[src/rtl/prio_arbiter_pkg.sv]
// Shared types and default sizing for the priority arbiter.
package prio_arbiter_pkg;

  localparam int unsigned DEF_NREQ  = 3;
  localparam int unsigned DEF_CNT_W = 8;

  typedef enum logic [1:0] {
    IDLE  = 2'd0,
    GRANT = 2'd1,
    GAP   = 2'd2
  } state_t;

endpackage

[src/rtl/prio_arbiter_rr_pick.sv]
// Combinational winner search: first set request starting at the
// search origin (index 0 in fixed mode, start in round-robin mode).
module rr_pick
  import prio_arbiter_pkg::*;
#(
  parameter  int unsigned NREQ = DEF_NREQ,
  localparam int unsigned IW   = $clog2(NREQ)
) (
  input  logic [NREQ-1:0] req,
  input  logic [IW-1:0]   start,
  input  logic            mode,
  output logic            valid_c,
  output logic [IW-1:0]   idx_c
);

  int base;
  int k;

  // Scan requesters from the origin, wrapping past the top index.
  always_comb begin
    valid_c = 1'b0;
    idx_c   = '0;
    k       = 0;
    base    = mode ? int'(start) : 0;
    for (int i = 0; i < int'(NREQ); i++) begin
      k = base + i;
      if (k >= int'(NREQ)) k = k - int'(NREQ);
      if (!valid_c && req[k]) begin
        valid_c = 1'b1;
        idx_c   = IW'(k);
      end
    end
  end

endmodule

[src/rtl/prio_arbiter.sv]
// Fixed/round-robin arbiter with grant-length limit and one-cycle gap
// between grants.
module prio_arbiter
  import prio_arbiter_pkg::*;
#(
  parameter  int unsigned NREQ  = DEF_NREQ,
  parameter  int unsigned CNT_W = DEF_CNT_W,
  localparam int unsigned IW    = $clog2(NREQ)
) (
  input  logic             clk,
  input  logic             rst_n,
  input  logic [NREQ-1:0]  req,
  input  logic             rel,
  input  logic             mode,
  input  logic [CNT_W-1:0] limit,
  output logic [NREQ-1:0]  gnt,
  output logic [IW-1:0]    gnt_id,
  output logic             busy,
  output logic             tmo
);

  state_t           state_q, state_d;
  logic [NREQ-1:0]  gnt_d;
  logic [IW-1:0]    gnt_id_d;
  logic             busy_d, tmo_d;
  logic [CNT_W-1:0] cnt_q, cnt_d;
  logic [CNT_W-1:0] lim_q, lim_d;
  logic [IW-1:0]    rr_start;
  logic             pick_valid;
  logic [IW-1:0]    pick_idx;
  logic             expire, drop;

  // Round-robin search origin: one past the last grantee, wrapping.
  assign rr_start = (gnt_id == IW'(NREQ - 1)) ? '0 : gnt_id + IW'(1);

  rr_pick #(.NREQ(NREQ)) u_pick (
    .req     (req),
    .start   (rr_start),
    .mode    (mode),
    .valid_c (pick_valid),
    .idx_c   (pick_idx)
  );

  // State, counter, latched limit and registered outputs.
  always_ff @(posedge clk or negedge rst_n) begin
    if (!rst_n) begin
      state_q <= IDLE;
      gnt     <= '0;
      gnt_id  <= IW'(NREQ - 1);
      busy    <= 1'b0;
      tmo     <= 1'b0;
      cnt_q   <= '0;
      lim_q   <= '0;
    end else begin
      state_q <= state_d;
      gnt     <= gnt_d;
      gnt_id  <= gnt_id_d;
      busy    <= busy_d;
      tmo     <= tmo_d;
      cnt_q   <= cnt_d;
      lim_q   <= lim_d;
    end
  end

  // Next state and next output values; GAP arbitrates like IDLE.
  always_comb begin
    state_d  = state_q;
    gnt_d    = '0;
    gnt_id_d = gnt_id;
    busy_d   = 1'b0;
    tmo_d    = 1'b0;
    cnt_d    = cnt_q;
    lim_d    = lim_q;
    expire   = (lim_q != '0) && (cnt_q == lim_q);
    drop     = !req[gnt_id];
    case (state_q)
      IDLE, GAP: begin
        if (pick_valid) begin
          state_d  = GRANT;
          gnt_d    = NREQ'(1) << pick_idx;
          gnt_id_d = pick_idx;
          busy_d   = 1'b1;
          cnt_d    = CNT_W'(1);
          lim_d    = limit;
        end else begin
          state_d  = IDLE;
        end
      end
      GRANT: begin
        if (rel || drop || expire) begin
          state_d = GAP;
          tmo_d   = expire && !rel && !drop;
          cnt_d   = '0;
        end else begin
          gnt_d  = gnt;
          busy_d = 1'b1;
          if (cnt_q != '1) cnt_d = cnt_q + CNT_W'(1);
        end
      end
      default: state_d = IDLE;
    endcase
  end

endmodule

[config.mk]
export PLATFORM = sky130hd
export DESIGN_NAME = prio_arbiter
export DESIGN_NICKNAME = d
export VERILOG_FILES = /design/src/rtl/prio_arbiter_pkg.sv /design/src/rtl/prio_arbiter_rr_pick.sv /design/src/rtl/prio_arbiter.sv
export SDC_FILE = /design/constraint.sdc
export NUM_CORES = 1
export LEC_CHECK = 0
export ABC_AREA = 1
export BUFFER_PORTS_ARGS = -buffer_cell sky130_fd_sc_hd__buf_2
export CAP_MARGIN = 20
export CELL_PAD_IN_SITES_DETAIL_PLACEMENT = 2
export CELL_PAD_IN_SITES_GLOBAL_PLACEMENT = 2
export CORE_MARGIN = 1.5
export CORE_UTILIZATION = 34
export CTS_CLUSTER_SIZE = 25
export DETAILED_ROUTE_END_ITERATION = 8
export PLACE_DENSITY_LB_ADDON = 0.1
export SKIP_CTS_REPAIR_TIMING = 1
export SLEW_MARGIN = 10
export SYNTH_ARGS = -nofsm -noshare
export SYNTH_HDL_FRONTEND = slang
export SYNTH_HIERARCHICAL = 1
export SYNTH_SLANG_ARGS = --single-unit
[constraint.sdc]
create_clock -name clk -period 4.9 [get_ports clk]
set_clock_uncertainty 0.2 [all_clocks]
set_input_delay 0.735 -clock clk [delete_from_list [all_inputs] [get_ports clk]]
set_output_delay 0.735 -clock clk [all_outputs]
set_load 0.01 [all_outputs]
Yosys cells after proc, flatten, opt, wreduce, memory -nomap -nowiden
Index checks and enable logic that the tools add are counted.

word-level totals
  logic and storage cells = 84
  memories kept = 0
  latch bits = 0
  bits in writable memories = 0
  bits in read-only memories = 0
  register bits = 25
  output and inout bits = 7

operators by class
  div/mod/pow operators = 0
  multiply operators = 0
  add/subtract/negate cells = 7
  reductions and logical operators = 17
  muxes and demuxes = 37
  bitwise logic cells = 0
  shift-type cells = 1
  eq/ne operators = 8
  order comparisons = 7

operators by type and width
  cell                   count
  $ge 32x3->1 const B    3
  $lt 32x4->1 const B    3
  $mux 32                3
  $sub 32x3->32 const B  3
  $add 32x2->32 const B  1
  $add 32x3->32 const B  1
  $mux 8                 3
  $pmux 8 s2             1
  $mux 1                 15
  $mux 2                 6
  $add 8x1->8 const B    1
  $bmux 1 s2             4
  $eq 8x8->1             1
  $ne 8x8->1 const B     1
  $reduce_bool 8->1      1
  $mux 3                 2
  $pmux 3 s2             1
  $logic_and 1x1->1      5
  $eq 2x2->1 const B     2
  $logic_not 1->1        4
  $ne 2x2->1 const B     2
  $pmux 2 s2             1
  $lt 2x3->1 const B     1
  $ne 3x3->1 const B     1
  other kinds (10)       11

Longest topological paths before layout
Gate-level depths: netlist of run 1.

  depth in word-level cells = 18
  gate-level depth with buffers = 16
  gate-level depth less buffers = 16

Hierarchy
The synthesis of run 1 kept the hierarchy.

modules (own cells, without submodules)
  module        instances  seq. area each (sq um)  cells an instance  area each (sq um)
  prio_arbiter  1          626.9                   174                1,335.0
  rr_pick       1          0.0                     40                 216.5

Worst setup path before layout of run 1
No wires, ideal clock.

  path type = input -> register
  start = in mode
  end = reg gnt_id[0]
  stages on the path = 13
  path buffers = 1
  slack = 2.291 ns
  arrival time = 2.277 ns
  library setup time = 0.131 ns
  cells stage by stage = nand2_1 > clkinv_1 > ha_1 > nor2_1 > nor2_1 > nand2_1 > nand2_1 > inv_1 > nand4_1 > nand2_1 > inv_1 > clkbuf_1 > o21ai_0

between the ends
  word-level cells in the longest chain between the ends = 14
  elaborated cells between the ends (all ways) = 32

ends and longest elaborated chain
  what                                                    line                        RTL
  from (decl)                                             prio_arbiter.sv:14          input logic mode,
  $mux 2 (*)                                              prio_arbiter_rr_pick.sv:24  base = mode ? int'(start) : 0;
  branches (longest 11 deep; another with $add 32x2->32)  -
  $mux 1 (*)                                              prio_arbiter_rr_pick.sv:28  if (!valid_c && req[k]) begin
  named net pick_valid                                    prio_arbiter.sv:29          logic pick_valid;
  $reduce_and 2->1 (no source line) (*)                   -
  to (signal assigned)                                    prio_arbiter.sv:49          gnt_id <= IW'(NREQ - 1);
  to (signal assigned)                                    prio_arbiter.sv:57          gnt_id <= gnt_id_d;
  to (decl)                                               prio_arbiter.sv:17          output logic [IW-1:0] gnt_id,

Mark *: on every way through the listed nets, which the timed path passes. The select of a mux whose other input is x is not followed.
A chain may end at the register's enable or synchronous reset.

Worst setup path after layout of run 1
  start = reg gnt_id[1]
  end = reg gnt[1]

between the ends
  elaborated cells between the ends (all ways) = 43

RTL lines
  what                                                    line                        RTL
  $eq 2x2->1 (*)                                          prio_arbiter.sv:34          assign rr_start = (gnt_id == IW'(NREQ - 1)) ? '0 : gnt_id + IW'(1);
  $mux 2 (*)                                              prio_arbiter.sv:34
  named net rr_start[0]                                   prio_arbiter.sv:28          logic [IW-1:0] rr_start;
  $mux 2 (*)                                              prio_arbiter_rr_pick.sv:24
  branches (longest 11 deep; another with $add 32x2->32)  -
  $mux 1 (*)                                              prio_arbiter_rr_pick.sv:28
  named net pick_valid                                    prio_arbiter.sv:29
  $mux 3 (*)                                              prio_arbiter.sv:78          if (pick_valid) begin
  $pmux 3 s2 (*)                                          prio_arbiter.sv:76          case (state_q)
  to (signal assigned)                                    prio_arbiter.sv:56          gnt <= gnt_d;
  to (decl)                                               prio_arbiter.sv:16          output logic [NREQ-1:0] gnt,

Marked as above.

==> out/summary.txt, run 1 <==
Clock latency at the later pin of the worst-skew pair - 0.28 ns
GRT Residual Overflow - 0
Power Internal - 0.0004846 W
DRT iter0 DRCs - 30
Final critical delay including setup and external delays - 2.975 ns
Cell breakdown of the critical path - nor2_1 > nand2_1 > clkinv_1 > ha_1 > nor2_1 > nor2_1 > nand2_1 > nand2_1 > inv_1 > nand4_1 > nand2_1 > inv_1 > nand2_1 > o21ai_1
RSZ-0062 raised after global routing - no
Switching pwr - 0.0004411 W
Post-synth EDFFs - 0
Port Buffer Count - 21
Leading cell types in the layout, fill and taps excluded - 80 x nand2_1, 28 x inv_1, 24 x dfrtp_1
Cell at the slowest stage of the critical path - dfstp_2
Mean routed wirelength per cell - 14.56 microns
Die area - 4977 sq um
Count of different cell masters after synthesis - 30
Final slew viol count - 0
Power Dens Cells - 528.1 nW/um^2
FFs w/ async S/R, synth - 100.0%
Placed cell count - 285
TritonCTS Buffers - 3
Post-synthesis instance area - 1551 sq um
Total non-filler cell area in the finished layout - 1753 sq um
Die height - 70.55 microns
Outcome - finished clean
Post-DP Area - 1704 sq um
Delay contributed by the slowest stage of the critical path - 0.58 ns
Number of diodes added for antenna fixing - 0
IR Drop Worst-Case VDD - 0.1718 mV
HPWL after detailed placement - 3542 microns
Clock buffer depth - 2
Remaining DRCs - 0
Starting Density - 35.39%
Root buffer selected by CTS - clkbuf_8
Category of the worst setup path capture point - flop
Per-cell via count in the routed design - 4.927
Number of synthesized register bits - 25
Number of endpoints with negative hold slack in the final report - 0
Number of core rows - 24
Total global routing track utilization - 18.83%
Final Wtd Congestion - 0.7716
Critical path startpoint category - flop
Hold crit path type - input pin to asynchronous set/reset pin
Count of filler cells inserted in the layout - 536
Fraction of layout instances using a drive strength above 1 - 20.25%
Wire length of the first global-routing pass - 7472 microns
Share of total power consumed by net switching - 47.65%
Final Worst Setup Slack - 1.925 ns
Post-synthesis net count - 231
Primary FF master, synth - dfrtp_1
Post-layout nets - 255
Final cycle utilization of the critical path - 60.72%
Fraction of power consumed by combinational cells - 50.0%
Normalized max-slew margin - 62.57%
Number of global-route vias before repair - 1553
Maximum capacitance violations - 0
Leakage Power - 0.9278 nW
Clock share of power - 14.0%
Worst slew pin tran - 0.5614 ns
Worst slack, placed - 1.715 ns
Total negative slack for setup checks - 0 ns
Most common cell after layout, fill and taps aside - nand2_1
Cell mode on critical path - nand2_1
Largest net degree at the start of global routing - 26
Horizontal die dimension - 70.55 microns
Layout overhead on the synthesized area - 12.98%
Clock-pin slew of the registers on the worst-case setup and hold paths - 0.09 ns
Required time of the critical path - 4.90 ns
Number of levels the H-tree was split into - 1
Arrival @ worst endpoint - 2.98 ns
Synthesized instance count - 214
Vias post-DR - 1424
Peak fanout along the critical path - 17
Max Fclk - 0.3361 GHz
Sequential-to-total area share from yosys stat - 40.40%
Standard cell core area - 4384 sq um
TritonCTS clock tree - yes
Cell Count, Final, Fillers Out - 289
Final antenna-violating net count - 0
Final count of negative-setup-slack endpoints - 0
Antenna violations before repair - 0
Worst setup path class - flop to flop
Io pins - 22
Synth Warn # - 6
Total routed wirelength - 4209 microns
Sink count of the clock tree - 25
Sequential fraction of design power - 36.0%
Router iterations before antenna repair - 4
Syn_area_per_cell - 7.250 sq um
## flip-flops by register name, indices dropped and copies added (netlist names)
register  cells
cnt_q         8
lim_q         8
gnt           3
gnt_id        2
state_q       2
busy          1
tmo           1
## through the flow
| step | power (W) | hold WS, ns | utilization, % |
|---|---|---|---|
| floorplan | 0.0006624 | 0.2394 | - |
| global placement | 0.0007687 | 0.2718 | 38.87 |
| detailed placement | 0.0008116 | 0.2770 | 38.87 |
| CTS | 0.0009425 | 0.2575 | 39.98 |
| global route | 0.001029 | 0.2713 | 39.98 |
| finish | 0.0009258 | 0.2369 | 39.98 |
## Yosys cell counts (2+ instances only)
cell	instances	share of area, %
dfrtp_1	24	39
ha_1	2	1.6
nand3_2	5	3.2
o21ai_0	9	2.9
xor2_1	3	1.7
o21ai_1	3	0.97
nor3_1	2	0.65
nor2_1	13	3.1
nand3b_1	2	0.97
nand2_1	80	19
xnor2_1	3	1.7
nand4_1	6	2.4
inv_2	3	0.73
inv_1	28	6.8
nor2_2	3	1.2
nand2_2	3	1.2
nand3_1	12	3.9
## routing by layer
metal | part of all wire (%) | global-route usage, %
met1 | 50 | 26.99
met4 | 1.0 | 4.403
met3 | 2.8 | 2.564
met5 | 0 | 0
met2 | 47 | 30.50
## critical path: cells and delay by family, from the launching register on
family / cells / cell delay (ns)
buffers and inverters: 3 / 0.57
flip-flops: 1 / 0.58
adder cells (fa/ha/maj): 1 / 0.39
AO/OA/AOI/OAI: 1 / 0.17
AND/OR/NAND/NOR: 9 / 1.00
## cell type report
type	instances	area (sq um)	area share, %
clock buffers	3	41.29	2.355
clock inverters	1	7.507	0.4283
inverters	34	131.4	7.495
multi-input cells	153	775.7	44.25
flip-flops and latches	25	626.9	35.76
well taps	52	65.06	3.712
repair buffers	21	105.1	5.996
## power by group through the flow
stage	sequential, W	combinational [W]	clock (W)
2_1_floorplan	0.000336	0.000327	0
3_3_place_gp	0.000336	0.000432	0
3_5_place_dp	0.000341	0.000471	0
4_1_cts	0.000336	0.000473	0.000134
5_1_grt	0.000345	0.000538	0.000146
6_report	0.000334	0.000463	0.000129
## path summary, 6_finish.rpt
| path | cells after the start | slack, ns | from | endpoint |
|---|---|---|---|---|
| setup / recovery | 14 | 1.92 | gnt_id[1] | gnt[1] |
| max in group asynchronous | 1 | 3.89 | rst_n | lim_q[5] |
| hold / removal | 1 | 0.24 | rst_n | tmo |
| min in group clk | 2 | 0.29 | gnt[0] | gnt[0] |
| hold reg to reg | 2 | 0.29 | gnt[0] | gnt[0] |
| setup reg to reg | 14 | 1.92 | gnt_id[1] | gnt[1] |
## kinds of logic (layout without fill, tap and decap cells)
| kind of cell | count (synthesis) | in the layout | synth area share (%) |
|---|---|---|---|
| simple gates | 131 | 131 | 40.08 |
| flops | 25 | 25 | 40.40 |
| xor+xnor | 6 | 6 | 3.388 |
| compound gates | 14 | 14 | 4.919 |
| buf+inv | 36 | 59 | 9.596 |
| fa+ha+maj | 2 | 2 | 1.613 |
No activity file was read; power rests on OpenSTA's default activity.
==> run 2: changes to the inputs <==
--- a/config.mk
+++ b/config.mk
@@ -5,13 +5,13 @@
 export SDC_FILE = /design/constraint.sdc
 export NUM_CORES = 1
 export LEC_CHECK = 0
-export ABC_AREA = 1
+export ABC_AREA = 0
 export BUFFER_PORTS_ARGS = -buffer_cell sky130_fd_sc_hd__buf_2
 export CAP_MARGIN = 20
 export CELL_PAD_IN_SITES_DETAIL_PLACEMENT = 2
 export CELL_PAD_IN_SITES_GLOBAL_PLACEMENT = 2
 export CORE_MARGIN = 1.5
-export CORE_UTILIZATION = 34
+export CORE_UTILIZATION = 31
 export CTS_CLUSTER_SIZE = 25
 export DETAILED_ROUTE_END_ITERATION = 8
 export PLACE_DENSITY_LB_ADDON = 0.1
==> constraint.sdc (replaced) <==
create_clock -name clk -period 2.7 [get_ports clk]
set_clock_uncertainty 0.2 [all_clocks]
set_input_delay 0.405 -clock clk [delete_from_list [all_inputs] [get_ports clk]]
set_output_delay 0.405 -clock clk [all_outputs]
set_load 0.01 [all_outputs]
==> run 2 against run 1 <==
  * Global-route usage fell by 0.063 points
  * Critical path depth is 3 lower
  * Highest routed layer unchanged
  * Combinational power rose by 120%
==> out/summary.txt, run 2 <==
Per-cell via count in the routed design - 5.199 (+5.5%)
Power Dens Cells - 1020 nW/um^2 (+93%)
Post-layout nets - 218 (-15%)
Final slew viol count - 0 (unchanged)
Number of synthesized register bits - 25 (unchanged)
Number of core rows - 25 (+4.2%)
Router iterations before antenna repair - 4 (unchanged)
Vias post-DR - 1388 (-2.5%)
Top cells by instance count after synthesis - 44 x nand2_1, 24 x dfrtp_1, 11 x nor2_1
Sink count of the clock tree - 25 (unchanged)
Worst slew pin tran - 0.6362 ns (+0.07481 ns)
Cell breakdown of the critical path - buf_4 > nor2b_2 > nand2_1 > ha_2 > and2b_2 > o21ai_0 > nand3_1 > nand2b_1 > buf_4 > nor2_1 > a22o_1
Hold crit path type - input pin to flop
Antenna violations before repair - 0 (unchanged)
Fraction of layout instances using a drive strength above 1 - 26.00% (+5.7 points)
R2R cell count - 11 (-3)
Port Buffer Count - 21 (unchanged)
Starting Density - 32.34% (-3.0 points)
Area fraction of the dominant cell type after synthesis - 39.06% (+0.35 points)
Wire length of the first global-routing pass - 7721 microns (+3.3%)
Total negative slack for setup checks - 0 ns (unchanged)
Synth area leaders - dfrtp_1 39%, nand2_1 11%, xor2_1 5.1%
Die area - 5392 sq um (+8.3%)
HPWL after detailed placement - 3484 microns (-1.7%)
Total routed wirelength - 4550 microns (+8.1%)
CP endpoint - gnt[0]
Worst reg2reg path endpoint - gnt[0]
Count of different cell masters after synthesis - 51 (+70%)
Number of endpoints with negative hold slack in the final report - 0 (unchanged)
Most common cell after layout, fill and taps aside - nand2_1
Post-synthesis cell type with the largest combined area - dfrtp_1
Cell at the slowest stage of the critical path - dfstp_2
Category of the worst setup path capture point - flop
Final Wtd Congestion - 0.7461 (-3.3%)
Required time of the critical path - 2.66 ns (-2.24 ns)
Arrival @ worst endpoint - 2.55 ns (-0.43 ns)
Register-to-register setup slack - 0.12 ns (-1.81 ns)
Leading cell types in the layout, fill and taps excluded - 43 x nand2_1, 24 x dfrtp_1, 21 x buf_2
Clock latency at the later pin of the worst-skew pair - 0.28 ns (about the same)
Die height - 73.43 microns (+4.1%)
Sequential-to-total area share from yosys stat - 40.76% (+0.36 points)
FFs w/ async S/R, synth - 100.0% (unchanged)
Number of levels the H-tree was split into - 1 (unchanged)
Post-synthesis net count - 192 (-17%)
Source of the critical timing path - gnt_id[1]
Io pins - 22 (unchanged)
Largest net degree at the start of global routing - 26 (unchanged)
Peak fanout along the critical path - 14 (-3)
Max Fclk - 0.3870 GHz (+15%)
Standard cell core area - 4755 sq um (+8.4%)
Placed cell count - 262 (-8.1%)
Cell mode on critical path - buf_4
Worst hold margin - 0.1215 ns (-0.1154 ns)
Number of global-route vias before repair - 1589 (+2.3%)
Critical path startpoint category - flop
Post-synth EDFFs - 0 (unchanged)
RSZ-0062 raised after global routing - yes
Final cycle utilization of the critical path - 95.70% (+35 points)
Root buffer selected by CTS - clkbuf_8
IR Drop Worst-Case VDD - 0.4635 mV (+170%)
Most frequent cell after synthesis - nand2_1
TritonCTS Buffers - 3 (unchanged)
Start of the worst register-to-register path - gnt_id[1]
Final count of negative-setup-slack endpoints - 0 (unchanged)
Syn_area_per_cell - 8.787 sq um (+21%)
Normalized max-slew margin - 57.59% (-5.0 points)
Leakage Power - 0.8882 nW (-4.3%)
Post-layout util - 38.37% (-1.6 points)
Final critical delay including setup and external delays - 2.584 ns (-0.3915 ns)
Clock buffer depth - 2 (unchanged)
Total global routing track utilization - 18.77% (-0.063 points)
Primary FF master, synth - dfrtp_1
Number of diodes added for antenna fixing - 0 (unchanged)
Synth Warn # - 6 (unchanged)
DRT iter0 DRCs - 29 (-3.3%)
Worst setup path class - flop to flop
Synthesized instance count - 175 (-18%)
Maximum capacitance violations - 0 (unchanged)
Post-synthesis instance area - 1538 sq um (-0.89%)
Mean routed wirelength per cell - 17.04 microns (+17%)
Final antenna-violating net count - 0 (unchanged)
TritonCTS clock tree - yes
Cell Count, Final, Fillers Out - 267 (-7.6%)
Layout overhead on the synthesized area - 18.63%
Remaining DRCs - 0 (unchanged)
Outcome - finished clean
Top Registers - cnt_q x8, lim_q x8, gnt x3
Horizontal die dimension - 73.43 microns (+4.1%)
GRT Residual Overflow - 0 (unchanged)
Delay contributed by the slowest stage of the critical path - 0.55 ns (-0.03 ns)
Clock-pin slew of the registers on the worst-case setup and hold paths - 0.09 ns (about the same)
-- run 2: changes by cell type in the layout (fill, tap and decap cells not counted), sizes merged, moves of 5 or more --
cell   before  now
nand2      84   44
inv        32    2
nand3      18    4
o21ai      13    2
buf        21   28
nand4       7    1
xor2        3    9
nor2       17   12
nor4        0    5
-- run 2: worst min-delay path by stage --
stage / startpoint / to / cells past startpoint
global route: limit[3] / lim_q[3] / 3
detailed placement: rst_n / gnt_id[0] / 1
CTS: rst_n / gnt_id[0] / 1
finish: limit[2] / lim_q[2] / 3
global placement: rst_n / gnt_id[0] / 1
floorplan: rst_n / busy / 0
-- run 2: power by group --
group,internal [W],switching [W]
Combinational,0.000445,0.000560
Sequential,0.000504,0.000120
Clock,0.000104,0.000128
Total,0.00105,0.000808
-- run 2: cell families (layout without fill, tap and decap cells) --
family | after synthesis | in the layout | share of synthesized area (%)
adders and majority gates | 2 | 2 | 1.627
xor gates and xnor gates | 9 | 9 | 5.126
DFF | 25 | 25 | 40.77
buffers and inverters | 10 | 35 | 3.661
and+or+nand+nor | 94 | 94 | 30.03
muxes | 2 | 2 | 1.302
AOI/OAI and AO/OA | 33 | 33 | 17.49
-- run 2: per-layer routing --
| metal | vias to the layer above | routed length [microns] | track usage, % |
|---|---|---|---|
| met3 | 4 | 119 | 2.606 |
| met2 | 22 | 2384 | 35.66 |
| met5 | - | 0 | 0 |
| met1 | 700 | 2003 | 21.70 |
| met4 | 0 | 43 | 5.350 |
| li1 | 662 | - | - |
-- run 2: cell type report --
| class | count | area [sq um] |
|---|---|---|
| inverter | 2 | 7.507 |
| tap | 67 | 83.83 |
| timing repair buffer | 29 | 180.2 |
| clock buffer | 3 | 41.29 |
| sequential | 25 | 626.9 |
| clock inverter | 1 | 5.005 |
| multi-input combinational | 140 | 879.6 |
| fill | 548 | 2930 |
-- run 2: through the flow --
stage | power, W | instance area [sq um] | setup slack, ns
3_5_place_dp | 0.001612 | 1748 | -0.01253
3_3_place_gp | 0.001539 | 1748 | 0.1292
4_1_cts | 0.001857 | 1794 | -0.03977
2_1_floorplan | 0.001233 | 1544 | 0.01376
6_report | 0.001860 | 1824 | 0.1160
5_1_grt | 0.002016 | 1824 | -0.02938
-- run 2: critical path, delay by kind of cell, from the launching register on --
kind,cells,cell delay [ns]
simple gates,6,0.69
flops,1,0.55
compound gates,2,0.38
buf+inv,2,0.36
fa+ha+maj,1,0.31
